### config.mk
export PLATFORM = sky130hd
export DESIGN_NAME = uart_core
export DESIGN_NICKNAME = d
export VERILOG_FILES = /design/src/rtl/uart_pkg.sv /design/src/rtl/uart_fifo.sv /design/src/rtl/uart_core.sv
export SDC_FILE = /design/constraint.sdc
export NUM_CORES = 1
export LEC_CHECK = 0
export ABC_AREA = 1
export BUFFER_PORTS_ARGS = -buffer_cell sky130_fd_sc_hd__buf_2
export CAP_MARGIN = 20
export CORE_UTILIZATION = 50
export CTS_BUF_LIST = sky130_fd_sc_hd__clkbuf_8 sky130_fd_sc_hd__clkbuf_16
export DETAILED_ROUTE_END_ITERATION = 10
export MAX_ROUTING_LAYER = met4
export PLACE_DENSITY = 0.68
export SLEW_MARGIN = 10
export SYNTH_ARGS = -nofsm -noshare
export SYNTH_HDL_FRONTEND = slang
export SYNTH_SLANG_ARGS = --single-unit
### constraint.sdc
create_clock -name clock -period 3.9 [get_ports clock]
set_input_delay 0.195 -clock clock [delete_from_list [all_inputs] [get_ports clock]]
set_output_delay 0.195 -clock clock [all_outputs]
set_load 0.01 [all_outputs]
### src/rtl/uart_pkg.sv
// Shared types and helpers for the UART transceiver.
package uart_pkg;

  typedef enum logic [1:0] {
    PARITY_NONE = 2'd0,
    PARITY_ODD  = 2'd1,
    PARITY_EVEN = 2'd2
  } parity_e;

  typedef enum logic [2:0] {
    TX_IDLE, TX_START, TX_DATA, TX_PARITY, TX_STOP
  } tx_state_e;

  typedef enum logic [2:0] {
    RX_IDLE, RX_START, RX_DATA, RX_PARITY, RX_STOP
  } rx_state_e;

  // Clocks per bit, rounded to nearest.
  function automatic int uart_div(input int clock_freq, input int baud_rate);
    return (clock_freq + baud_rate / 2) / baud_rate;
  endfunction

endpackage

### src/rtl/uart_fifo.sv
// Synchronous FIFO, power-of-two depth; a pop in the same cycle frees a slot for a push.
module uart_fifo import uart_pkg::*; #(
  parameter int WIDTH = 8,
  parameter int DEPTH = 8
) (
  input  logic             clock,
  input  logic             reset_n,
  input  logic             push,
  input  logic [WIDTH-1:0] wdata,
  input  logic             pop,
  output logic [WIDTH-1:0] rdata,
  output logic             full,
  output logic             empty
);
  localparam int AW = $clog2(DEPTH);
  localparam logic [AW:0] ONE = {{AW{1'b0}}, 1'b1};

  logic [WIDTH-1:0] mem [DEPTH];
  logic [AW:0]      wptr, rptr;
  logic             do_push, do_pop;

  assign empty   = (wptr == rptr);
  assign full    = (wptr[AW] != rptr[AW]) && (wptr[AW-1:0] == rptr[AW-1:0]);
  assign do_pop  = pop & ~empty;
  assign do_push = push & (~full | do_pop);
  assign rdata   = mem[rptr[AW-1:0]];

  always_ff @(posedge clock or negedge reset_n) begin
    if (!reset_n) begin
      wptr <= '0;
      rptr <= '0;
    end else begin
      if (do_push) wptr <= wptr + ONE;
      if (do_pop)  rptr <= rptr + ONE;
    end
  end

  always_ff @(posedge clock) begin
    if (do_push) mem[wptr[AW-1:0]] <= wdata;
  end

endmodule

### src/rtl/uart_core.sv
// Full-duplex UART with ready/valid on both sides. Define UART_RX_FIFO_EN for a
// uart_fifo receive buffer of RX_FIFO_DEPTH; otherwise a single holding register.
module uart_core import uart_pkg::*; #(
  parameter int CLOCK_FREQ    = 100_000_000,
  parameter int BAUD_RATE     = 115_200,
  parameter int DATA_BITS     = 8,
  parameter int PARITY        = 0,
  parameter int STOP_BITS     = 1,
  parameter int RX_FIFO_DEPTH = 8
) (
  input  logic                 clock,
  input  logic                 reset_n,
  input  logic                 io_tx_valid,
  output logic                 io_tx_ready,
  input  logic [DATA_BITS-1:0] io_tx_bits,
  output logic                 io_rx_valid,
  input  logic                 io_rx_ready,
  output logic [DATA_BITS-1:0] io_rx_bits,
  output logic                 io_rx_parity_err,
  output logic                 io_rx_frame_err,
  output logic                 io_rx_overrun,
  output logic                 io_txd,
  input  logic                 io_rxd
);
  localparam int              DIV        = uart_div(CLOCK_FREQ, BAUD_RATE);
  localparam int              CW         = $clog2(DIV);
  localparam logic [CW-1:0]   BIT_LAST   = CW'(DIV - 1);
  localparam logic [CW-1:0]   HALF_LAST  = CW'(DIV / 2 - 1);
  localparam logic [3:0]      DATA_LAST  = 4'(DATA_BITS - 1);
  localparam logic [3:0]      STOP_LAST  = 4'(STOP_BITS - 1);
  localparam bit              HAS_PARITY = (PARITY != 0);
  localparam int              EW         = DATA_BITS + 2;

  if (DIV < 4) begin : g_bad_div
    $error("uart_core: DIV must be at least 4");
  end
  if (DATA_BITS < 5 || DATA_BITS > 9 || PARITY > 2 || STOP_BITS < 1 || STOP_BITS > 2) begin : g_bad_frame
    $error("uart_core: illegal frame format");
  end
  if (RX_FIFO_DEPTH < 2 || (RX_FIFO_DEPTH & (RX_FIFO_DEPTH - 1)) != 0) begin : g_bad_depth
    $error("uart_core: RX_FIFO_DEPTH must be a power of two >= 2");
  end

  function automatic logic calc_par(input logic [DATA_BITS-1:0] d);
    return (PARITY == int'(PARITY_ODD)) ? ~^d : ^d;
  endfunction

  // ---------------- transmitter ----------------
  tx_state_e            tx_state, tx_next;
  logic [CW-1:0]        tx_cnt;
  logic [3:0]           tx_bit;
  logic [DATA_BITS-1:0] tx_shreg;
  logic                 tx_par, tx_fire, tx_tick;

  assign io_tx_ready = (tx_state == TX_IDLE);
  assign tx_fire     = io_tx_valid & io_tx_ready;
  assign tx_tick     = (tx_cnt == BIT_LAST);

  always_ff @(posedge clock or negedge reset_n) begin
    if (!reset_n) tx_state <= TX_IDLE;
    else          tx_state <= tx_next;
  end

  always_comb begin
    tx_next = tx_state;
    case (tx_state)
      TX_IDLE:   if (tx_fire) tx_next = TX_START;
      TX_START:  if (tx_tick) tx_next = TX_DATA;
      TX_DATA:   if (tx_tick && tx_bit == DATA_LAST) tx_next = HAS_PARITY ? TX_PARITY : TX_STOP;
      TX_PARITY: if (tx_tick) tx_next = TX_STOP;
      TX_STOP:   if (tx_tick && tx_bit == STOP_LAST) tx_next = TX_IDLE;
      default:   tx_next = TX_IDLE;
    endcase
  end

  always_ff @(posedge clock or negedge reset_n) begin
    if (!reset_n) begin
      tx_cnt   <= '0;
      tx_bit   <= '0;
      tx_shreg <= '0;
      tx_par   <= 1'b0;
    end else if (tx_fire) begin
      tx_cnt   <= '0;
      tx_bit   <= '0;
      tx_shreg <= io_tx_bits;
      tx_par   <= calc_par(io_tx_bits);
    end else if (tx_state != TX_IDLE) begin
      tx_cnt <= tx_tick ? '0 : tx_cnt + 1'b1;
      if (tx_tick) begin
        // bit index restarts on every state change; counts data and stop bits
        tx_bit <= (tx_next != tx_state) ? '0 : tx_bit + 1'b1;
        if (tx_state == TX_DATA) tx_shreg <= tx_shreg >> 1;
      end
    end
  end

  always_comb begin
    case (tx_state)
      TX_START:  io_txd = 1'b0;
      TX_DATA:   io_txd = tx_shreg[0];
      TX_PARITY: io_txd = tx_par;
      default:   io_txd = 1'b1;
    endcase
  end

  // ---------------- receiver ----------------
  logic       rx_s1, rx_s2, rx_prev, rx_fall;
  logic [1:0] rx_primed;

  // rx_prev only arms once the synchronizer holds a real line sample that is high,
  // so a line already low at reset release never looks like a start edge.
  always_ff @(posedge clock or negedge reset_n) begin
    if (!reset_n) begin
      rx_s1     <= 1'b1;
      rx_s2     <= 1'b1;
      rx_prev   <= 1'b0;
      rx_primed <= '0;
    end else begin
      rx_s1     <= io_rxd;
      rx_s2     <= rx_s1;
      rx_primed <= {rx_primed[0], 1'b1};
      rx_prev   <= rx_s2 & rx_primed[1];
    end
  end
  assign rx_fall = rx_prev & ~rx_s2;

  rx_state_e            rx_state, rx_next;
  logic [CW-1:0]        rx_cnt;
  logic [3:0]           rx_bit;
  logic [DATA_BITS-1:0] rx_shreg;
  logic                 rx_par, rx_half, rx_tick, rx_push;
  logic [EW-1:0]        rx_entry;

  assign rx_half = (rx_cnt == HALF_LAST);
  assign rx_tick = (rx_cnt == BIT_LAST);
  assign rx_push = (rx_state == RX_STOP) && rx_tick;

  always_ff @(posedge clock or negedge reset_n) begin
    if (!reset_n) rx_state <= RX_IDLE;
    else          rx_state <= rx_next;
  end

  always_comb begin
    rx_next = rx_state;
    case (rx_state)
      RX_IDLE:   if (rx_fall) rx_next = RX_START;
      RX_START:  if (rx_half) rx_next = rx_s2 ? RX_IDLE : RX_DATA;
      RX_DATA:   if (rx_tick && rx_bit == DATA_LAST) rx_next = HAS_PARITY ? RX_PARITY : RX_STOP;
      RX_PARITY: if (rx_tick) rx_next = RX_STOP;
      RX_STOP:   if (rx_tick) rx_next = RX_IDLE;
      default:   rx_next = RX_IDLE;
    endcase
  end

  always_ff @(posedge clock or negedge reset_n) begin
    if (!reset_n) begin
      rx_cnt   <= '0;
      rx_bit   <= '0;
      rx_shreg <= '0;
      rx_par   <= 1'b0;
    end else begin
      if (rx_next != rx_state || rx_state == RX_IDLE || rx_tick) rx_cnt <= '0;
      else                                                       rx_cnt <= rx_cnt + 1'b1;
      if (rx_state == RX_START) rx_bit <= '0;
      if (rx_state == RX_DATA && rx_tick) begin
        rx_shreg <= {rx_s2, rx_shreg[DATA_BITS-1:1]};
        rx_bit   <= rx_bit + 1'b1;
      end
      if (rx_state == RX_PARITY && rx_tick) rx_par <= rx_s2;
    end
  end

  assign rx_entry = {~rx_s2, HAS_PARITY && (rx_par != calc_par(rx_shreg)), rx_shreg};

  // ---------------- receive buffer ----------------
  logic [EW-1:0] rx_head;
  logic          buf_full, buf_empty, rx_pop, rx_overrun_q;

  assign rx_pop = io_rx_valid & io_rx_ready;

`ifdef UART_RX_FIFO_EN
  uart_fifo #(.WIDTH(EW), .DEPTH(RX_FIFO_DEPTH)) u_rx_fifo (
    .clock   (clock),
    .reset_n (reset_n),
    .push    (rx_push),
    .wdata   (rx_entry),
    .pop     (rx_pop),
    .rdata   (rx_head),
    .full    (buf_full),
    .empty   (buf_empty)
  );
`else
  logic          hold_vld;
  logic [EW-1:0] hold_q;

  always_ff @(posedge clock or negedge reset_n) begin
    if (!reset_n) begin
      hold_vld <= 1'b0;
      hold_q   <= '0;
    end else if (rx_push && (!hold_vld || rx_pop)) begin
      hold_vld <= 1'b1;
      hold_q   <= rx_entry;
    end else if (rx_pop) begin
      hold_vld <= 1'b0;
    end
  end
  assign buf_full  = hold_vld;
  assign buf_empty = ~hold_vld;
  assign rx_head   = hold_q;
`endif

  always_ff @(posedge clock or negedge reset_n) begin
    if (!reset_n) rx_overrun_q <= 1'b0;
    else          rx_overrun_q <= rx_push & buf_full & ~rx_pop;
  end

  assign io_rx_valid      = ~buf_empty;
  assign io_rx_bits       = rx_head[DATA_BITS-1:0];
  assign io_rx_parity_err = io_rx_valid & rx_head[DATA_BITS];
  assign io_rx_frame_err  = io_rx_valid & rx_head[DATA_BITS+1];
  assign io_rx_overrun    = rx_overrun_q;

endmodule

======== Word-level counts from Yosys, hierarchy flattened ========
Index checks and enable logic that the tools add are counted.
Widths: inputs -> output; s select.
storage, ports and cells
  bits in registers ....................... 67
  latch bits .............................. 0
  RAM bits ................................ 0
  memory bits (read-only) ................. 0
  input bits .............................. 13
  output and inout port bits .............. 14
  logic and storage cells ................. 96
  memories ................................ 0
cells by class
  add/sub/neg operators ................... 4
  multiply operators ...................... 0
  div/mod/pow operators ................... 0
  magnitude comparators ................... 0
  equality and inequality tests ........... 15
  shift-type cells ........................ 0
  multiplexer cells ....................... 30
  bitwise operators ....................... 9
  reduce and logical (&&, ||, !) cells .... 22
operators by type and width
  kind                   count
  $mux 10                4
  $mux 8                 4
  $mux 3                 10
  $pmux 3 s5             2
  $mux 4                 6
  $add 10x1->10 const B  2
  $eq 10x10->1 const B   2
  $eq 3x2->1 const B     4
  $eq 10x9->1 const B    1
  $reduce_bool 2->1      5
  $add 4x1->4 const B    2
  $eq 4x3->1 const B     2
  $reduce_xor 8->1       1
  $and 1x1->1            7
  $eq 3x1->1 const B     2
  $eq 3x3->1 const B     2
  $logic_and 1x1->1      6
  $logic_not 3->1        2
  $ne 3x3->1             2
  $logic_not 4->1        1
  $logic_or 1x1->1       3
  $pmux 1 s3             1
  $reduce_and 3->1       1
  $reduce_bool 3->1      1
  other kinds (5)        7

======== Longest topological paths before layout ========
Gate-level depths: netlist (run 1).
  word-level depth ........................ 9
  mapped depth ............................ 10
  mapped depth without buffers ............ 10

======== Worst setup path before layout (run 1) ========
No wires, ideal clock.
  path type ............................... register to register
  start ................................... register tx_cnt[0]
  end ..................................... register tx_shreg[5]
  arrival time ............................ 1425 ps
  required time ........................... 3781 ps
  path slack .............................. 2357 ps
  stages on the path, launching flop included .. 10
  buffers on the path ..................... 1
  cells stage by stage .................... dfrtp_1 ha_1 nand2_1 nor2_1 nand3_2 nor3_2 nor2_2 buf_6 nor2_2 a21oi_2
on the way
  word-level cells in the longest chain between the ends .. 3
ends and longest elaborated chain
  what                                RTL line         text
  start: declaration                  uart_core.sv:50  logic [CW-1:0] tx_cnt;
  start signal: assignment            uart_core.sv:88  tx_cnt <= tx_tick ? '0 : tx_cnt + 1'b1;
  $eq 10x10->1                        uart_core.sv:57  assign tx_tick = (tx_cnt == BIT_LAST);
  $reduce_bool 2->1 (no source line)  n/a
  $reduce_and 3->1 (no source line)   n/a
  end signal: assignment              uart_core.sv:85  tx_shreg <= io_tx_bits;
  end signal: assignment              uart_core.sv:92  if (tx_state == TX_DATA) tx_shreg <= tx_shreg >> 1;
  end: declaration                    uart_core.sv:52  logic [DATA_BITS-1:0] tx_shreg;
Every way passes these cells.
A chain may end at the register's enable or synchronous reset.

======== Final worst setup path (run 1) ========
  start ................................... register tx_cnt[0]
  end ..................................... register tx_shreg[4]
Same word-level chain as after synthesis.

==> flow_summary_export.csv, run 1 <==
group,metric,value,unit
setup_path,crit_path_end_kind,"flip-flop",
synthesis,ys_ff_latch,67,
floorplan,rows,30,
sta,finalCriticalPeriod,1.86,ns
cts,tritoncts,"yes",
cts,clk_latency,0.35,ns
cells_and_area,layout-drive-gt1-share,21.0,%
sta,max-slew-margin-rel,50.2,%
setup_path,critical_path_arrival,2.14,ns
sta,hold_viol,0,
power,ir_drop,0.201,mV
grt,first_global_vias,2558,
cells_and_area,antenna_cells,0,
setup_path,slowest_delay,0.53,ns
synthesis,synth_top_cell_area_share,46.4,%
cts,ctsHoldBuffers,2,
synthesis,syn_inst,411,
cells_and_area,layout_common_cells,"nand2_1 (93), dfrtp_1 (65), inv_1 (45), nor2_1 (44), buf_2 (25)",
cts,clk_pin_slew,0.07,ns
synthesis,synth_nets,430,
synthesis,yosysSeqAreaShare,47.9,%
route,drtIter0Drc,66,
route,antenna_left,0,
sta,drv_slew,0,
cts,cts.repair_timing.setup_buffer_count,0,
floorplan,die-area,7350,sq um
cells_and_area,fin_nets,456,
power,power_density,381,nW/um^2
synthesis,synthesis.area,3510,sq um
sta,setup_viol,0,
floorplan,initial_core_util,51.6,%
floorplan,ioPinCount,27,
floorplan,core_area,6790,sq um
cts,cts_buffers,9,
floorplan,die_y,85.8,um
cts,cts.root.buffer_cell,"clkbuf_8",
grt,grt_usage,19.0,%
synthesis,yosys.area.top_type,"dfrtp_1",
setup_path,reg2reg_slack,2.04,ns
grt,grt_pass1_wl,10.7,mm
synthesis,synth_cell_types,37,
place,placed_cell_area,3650,sq um
power,power.leakage,0.00192,uW
grt,grt_max_degree,35,
route,dr.pass1.iters,4,
place,hpwl,4.19,mm
route,wl_per_cell,10.9,um
setup_path,critPathSlowestCell,"nor2_2",
sta,fmax,0.538,GHz
status,status,"finished clean",
place,placedCellCount,520,
setup_path,crit_fanout,14,
floorplan,die_w,85.8,um
cts,ctsResizeCount,0,
sta,period_share,47.7,%
synthesis,yosys_warnings,0,
cts,clk_path_buf_depth,2,
route,routed_wl,5.89,mm
setup_path,start_kind,"flip-flop",
route,drc,0,
cells_and_area,synthToLayoutAreaGrowth,10.9,%
place,routabilityCongestion,0.877,
setup_path,cpMostUsedCell,"nor2_1",
place,port-buffer-count,25,
sta,fin_skew,0.00786,ns
sta,tightest_slew,0.748,ns
sta,setup_slack,2.04,ns
worst_hold_path,hold_path_class,"primary input to flip-flop",
cells_and_area,final_cells,538,
cts,htree_levels,3,
cells_and_area,final_common_cell,"nand2_1",
synthesis,synth.area.top_cells,"dfrtp_1 (46%), nand2_1 (10%), inv_1 (4.8%)",
place,dp_slack,2.05,ns
sta,rsz0062_at_grt,"no",
route,vias,2542,
setup_path,path_buf_inv,0,
cells_and_area,fillers,626,
run,maxCapViolations,0,
sta,tns,0,ns
cts,cts.sinks,67,
synthesis,syn_area_per_cell,8.53,sq um
setup_path,crit_family,"simple AND/OR/NAND/NOR gates",
setup_path,worstPathCellList,"ha_1 -> nand2_1 -> nor2_1 -> nand3_2 -> nor3_2 -> nor2_2 -> nor2_1 -> a21oi_2",
setup_path,path_class,"flip-flop to flip-flop",
route,viasPerCell,4.72,
cells_and_area,fin_area,3890,sq um
grt,gr-total-overflow,0,
setup_path,required,4.18,ns
grt,antenna_found_initial,0,
-- power breakdown --
| group | leakage, uW | internal [uW] | switching [uW] |
|---|---|---|---|
| Clock | 0.000113 | 358 | 270 |
| Combinational | 0.000953 | 43.3 | 68.5 |
| Sequential | 0.000854 | 716 | 25.5 |
-- metrics by stage --
step	util, %	total power, uW	hold WS (ns)
4_1_cts	57.3	1500	0.0755
5_1_grt	57.3	1550	0.0885
6_report	57.3	1480	0.0809
3_5_place_dp	53.8	869	0.306
3_3_place_gp	53.8	863	0.302
2_1_floorplan	-	825	-0.101
-- state kept, by name, indices dropped and copies added (netlist names) --
register and flops:
rx_s1 1, rx_prev 1, rx_state 3, rx_shreg 8, hold_q 9, io_rx_overrun 1
rx_primed 2, io_rx_valid 1, rx_cnt 10, tx_state 3, tx_par 1, tx_shreg 8
rx_s2 1, rx_bit 4, tx_cnt 10, tx_bit 4
-- final timing paths --
kind	start	end	depth (start not counted)
min	io_tx_bits[7]	tx_shreg[7]	3
max in group asynchronous	reset_n	rx_s1	3
min reg2reg	rx_primed[0]	rx_primed[1]	0
max reg2reg	tx_cnt[0]	tx_shreg[4]	8
min in group asynchronous	reset_n	rx_cnt[8]	2
max	tx_cnt[0]	tx_shreg[4]	8
-- synth_stat cells --
master    number
nor3b_1        2
nand2_1       93
conb_1         2
nor2_2         8
dfstp_2        2
o21ai_2        9
o21ai_1        9
a21oi_1        4
nand2_2        4
xor2_1        11
a22o_1         2
nor3_1         8
nor2_4         1
ha_1           6
o31ai_1        1
nand3_4        1
buf_4          9
o21ai_0       16
buf_2          1
xnor2_1        9
inv_6          1
nand2_4        3
buf_6          3
nand4_1        4
a21boi_0       1
nand3_2        5
nor2_1        44
a21oi_2        6
a211oi_1       1
a31oi_1        4
nor3_2         1
inv_2          9
dfrtp_1       65
nand3_1       18
inv_1         45
nor3_4         1
o22ai_1        2
-- cell type report --
type,instances,area (sq um),area share [%]
clock inverter,7,92.6,2.38
inverter,55,211,5.44
clock buffer,9,124,3.18
tap,96,120,3.09
sequential,67,1680,43.2
timing repair buffer,28,153,3.92
multi-input combinational,276,1510,38.8
-- worst reg2reg max path: cells and delay by family (launching register included) --
family | cells | cell delay, ns
compound gates | 1 | 0.12
fa+ha+maj | 1 | 0.29
flops | 1 | 0.44
simple gates | 6 | 0.95
-- routing by layer --
layer / track usage [%] / wire length [um] / up-vias / part of all wire (%)
met3: 3.85 / 124 / 8 / 2.1
met2: 30.6 / 2760 / 28 / 47
met4: 9.24 / 97 / 0 / 1.6
li1: - / - / 1337 / -
met5: - / 0 / - / 0
met1: 22.8 / 2910 / 1169 / 49
-- logic make-up (layout without fill, tap and decap cells) --
group	Yosys count	in the layout	share of synthesized area (%)
AO/OA/AOI/OAI	55	55	10.1
XOR/XNOR	20	20	4.99
adder cells (fa/ha/maj)	6	6	2.14
buffers and inverters	68	99	9.06
flip-flops	67	67	47.9
other	2	2	0.214
AND/OR/NAND/NOR	193	193	25.6
No activity file was read; power rests on OpenSTA's default activity.
==> run 2, diff against run 1 <==
--- a/config.mk
+++ b/config.mk
@@ -5,7 +5,7 @@
 export SDC_FILE = /design/constraint.sdc
 export NUM_CORES = 1
 export LEC_CHECK = 0
-export ABC_AREA = 1
+export ABC_AREA = 0
 export BUFFER_PORTS_ARGS = -buffer_cell sky130_fd_sc_hd__buf_2
 export CAP_MARGIN = 20
 export CORE_UTILIZATION = 50
==> constraint.sdc (replaced) <==
create_clock -name clock -period 1.8 [get_ports clock]
set_input_delay 0.09 -clock clock [delete_from_list [all_inputs] [get_ports clock]]
set_output_delay 0.09 -clock clock [all_outputs]
set_load 0.01 [all_outputs]
==> flow_summary_export.csv, run 2 <==
group,metric,value,unit
worst_hold_path,hold_path_class,"primary input to flip-flop",
route,routed_wl,5.98,mm
route,viasPerCell,5.43,
cts,tritoncts,"yes",
status,status,"finished clean",
synthesis,async_reset_ff_share,100,%
floorplan,ioPinCount,27,
setup_path,required,2.02,ns
route,vias,2335,
grt,first_global_vias,2318,
worst_hold_path,hp-start,"io_tx_bits[1]",
power,power_density,993,nW/um^2
sta,fmax,0.587,GHz
cells_and_area,fillers,518,
synthesis,synth_cell_types,53,
cells_and_area,layout_common_cells,"dfrtp_1 (65), nor2_1 (35), buf_2 (25), buf_4 (22), mux2_2 (17)",
route,antenna_left,0,
sta,finalCriticalPeriod,1.70,ns
synthesis,yosys.area.top_type,"dfrtp_1",
cts,htree_levels,3,
synthesis,ys.flop_type,"dfrtp_1",
synthesis,synth_most_common_cell,"dfrtp_1",
synthesis,synth_edf_count,0,
power,ir_drop,0.626,mV
grt,antenna_found_initial,0,
setup_path,crit_path_end_kind,"flip-flop",
setup_path,r2r_start,"tx_cnt[4]",
sta,tns,0,ns
synthesis,syn_area_per_cell,11.1,sq um
grt,grt_max_degree,25,
synthesis,yosysSeqAreaShare,50.2,%
sta,period_share,94.7,%
cts,clk_path_buf_depth,2,
cells_and_area,layout-drive-gt1-share,28.0,%
cells_and_area,synthToLayoutAreaGrowth,16.4,%
cells_and_area,final_common_cell,"dfrtp_1",
sta,drv_slew,0,
synthesis,synth_nets,320,
floorplan,rows,29,
synthesis,synth_top_cells_by_count,"dfrtp_1 (65), nor2_1 (35), mux2_2 (17)",
sta,fin_skew,0.0118,ns
sta,tightest_slew,0.600,ns
setup_path,path_class,"flip-flop to flip-flop",
cells_and_area,reg_top3,"rx_cnt: 10 flops, tx_cnt: 10 flops, hold_q: 9 flops",
place,routabilityCongestion,0.820,
setup_path,critical_path_arrival,1.92,ns
floorplan,die-area,7010,sq um
sta,max-slew-margin-rel,60.0,%
route,drc,0,
synthesis,ys_ff_latch,67,
sta,hold_slack,0.0284,ns
floorplan,initial_core_util,52.3,%
route,drtIter0Drc,68,
synthesis,yosys_warnings,0,
route,dr.pass1.iters,4,
grt,met1_usage,23.1,%
cells_and_area,fin_nets,367,
floorplan,die_y,83.8,um
synthesis,synth.area.top_cells,"dfrtp_1 (49%), mux2_2 (5.7%), nor2_1 (3.9%)",
synthesis,syn_inst,301,
cells_and_area,antenna_cells,0,
grt,grt_usage,19.1,%
grt,grt_pass1_wl,10.3,mm
setup_path,cp-startpoint,"tx_cnt[4]",
floorplan,core_area,6390,sq um
cts,cts.sinks,67,
route,wl_per_cell,13.9,um
grt,use_met2,30.0,%
grt,busiest_layer,"met2",
setup_path,start_kind,"flip-flop",
run,maxCapViolations,0,
grt,use_met3,4.15,%
sta,rsz0062_at_grt,"no",
cts,clk_pin_slew,0.07,ns
power,power.leakage,0.00182,uW
synthesis,synthesis.area,3340,sq um
cts,cts.root.buffer_cell,"clkbuf_8",
setup_path,crit_fanout,8,
floorplan,die_w,83.8,um
sta,hold_viol,0,
cts,cts_buffers,9,
synthesis,synth_top_cell_area_share,48.7,%
place,hpwl,4.26,mm
cts,clk_latency,0.34,ns
grt,gr-total-overflow,0,
sta,setup_viol,0,
place,port-buffer-count,25,
==> run 2: cell count changes after synthesis, sizes merged, moves of 4 or more <==
cell,change
nand3,-11
o21ai,-21
xnor2,+5
nor3,-7
nand2,-86
mux2,+17
inv,-43
and2,+4
nor2,-18
mux2i,+10
==> run 2: worst paths after layout <==
kind,endpoint,slack [ns],depth (start not counted)
max reg2reg,tx_shreg[3],0.1,5
max in group asynchronous,rx_s1,0.91,3
min in group asynchronous,rx_shreg[3],0.28,2
min reg2reg,rx_primed[1],0.35,0
max,tx_shreg[3],0.1,5
min,tx_shreg[1],0.03,3
==> run 2: kinds of logic after synthesis <==
logic type,share of synthesized area [%]
AOI/OAI and AO/OA,9.14
xor gates and xnor gates,5.77
adders and majority gates,2.25
buffers and inverters,4.94
DFF,50.2
muxes,8.72
other,0.225
and+or+nand+nor,18.7
==> run 2: where the power goes <==
part           internal, uW  switching (uW)
sequential             1710             206
clock                   667             560
combinational           367             351
==> run 2: timing repair <==
item	in CTS	in global routing
endpoints found under the hold margin	23	0
hold buffers	2	0
setup buffers	0	5
gates resized for setup	0	1
setup endpoints to repair	0	2
==> run 2: cell type report <==
type / count / area [sq um] / area share [%]
multi-input combinational: 206 / 1500 / 38.6
clock inverter: 6 / 60.1 / 1.54
tap: 77 / 96.3 / 2.48
inverter: 12 / 45.0 / 1.16
clock buffer: 10 / 138 / 3.54
sequential: 67 / 1680 / 43.2
timing repair buffer: 52 / 370 / 9.52
==> run 2: critical path, cell delays in order (launching register included) <==
cell     delay [ns]
dfrtp_1        0.44
nor4b_4        0.42
and4_1         0.30
buf_12         0.14
mux2i_1        0.20
a21oi_1        0.08
==> run 2: stage by stage <==
step | power [uW] | cell area (sq um) | setup WS [ns] | util [%] | std cells
2_1_floorplan | 2330 | 3340 | 0.108 | - | 301
3_3_place_gp | 2610 | 3630 | 0.121 | 56.9 | 407
3_5_place_dp | 2650 | 3630 | 0.100 | 56.9 | 407
4_1_cts | 3910 | 3850 | 0.0978 | 60.3 | 425
5_1_grt | 4090 | 3890 | 0.0158 | 60.9 | 430
6_report | 3860 | 3890 | 0.0958 | 60.9 | 430
==> run 2: per-layer routing <==
layer | up-vias | part of all wire [%]
li1 | 1139 | -
met1 | 1138 | 47
met2 | 44 | 48
met3 | 14 | 2.7
met4 | 0 | 2.4
met5 | - | 0
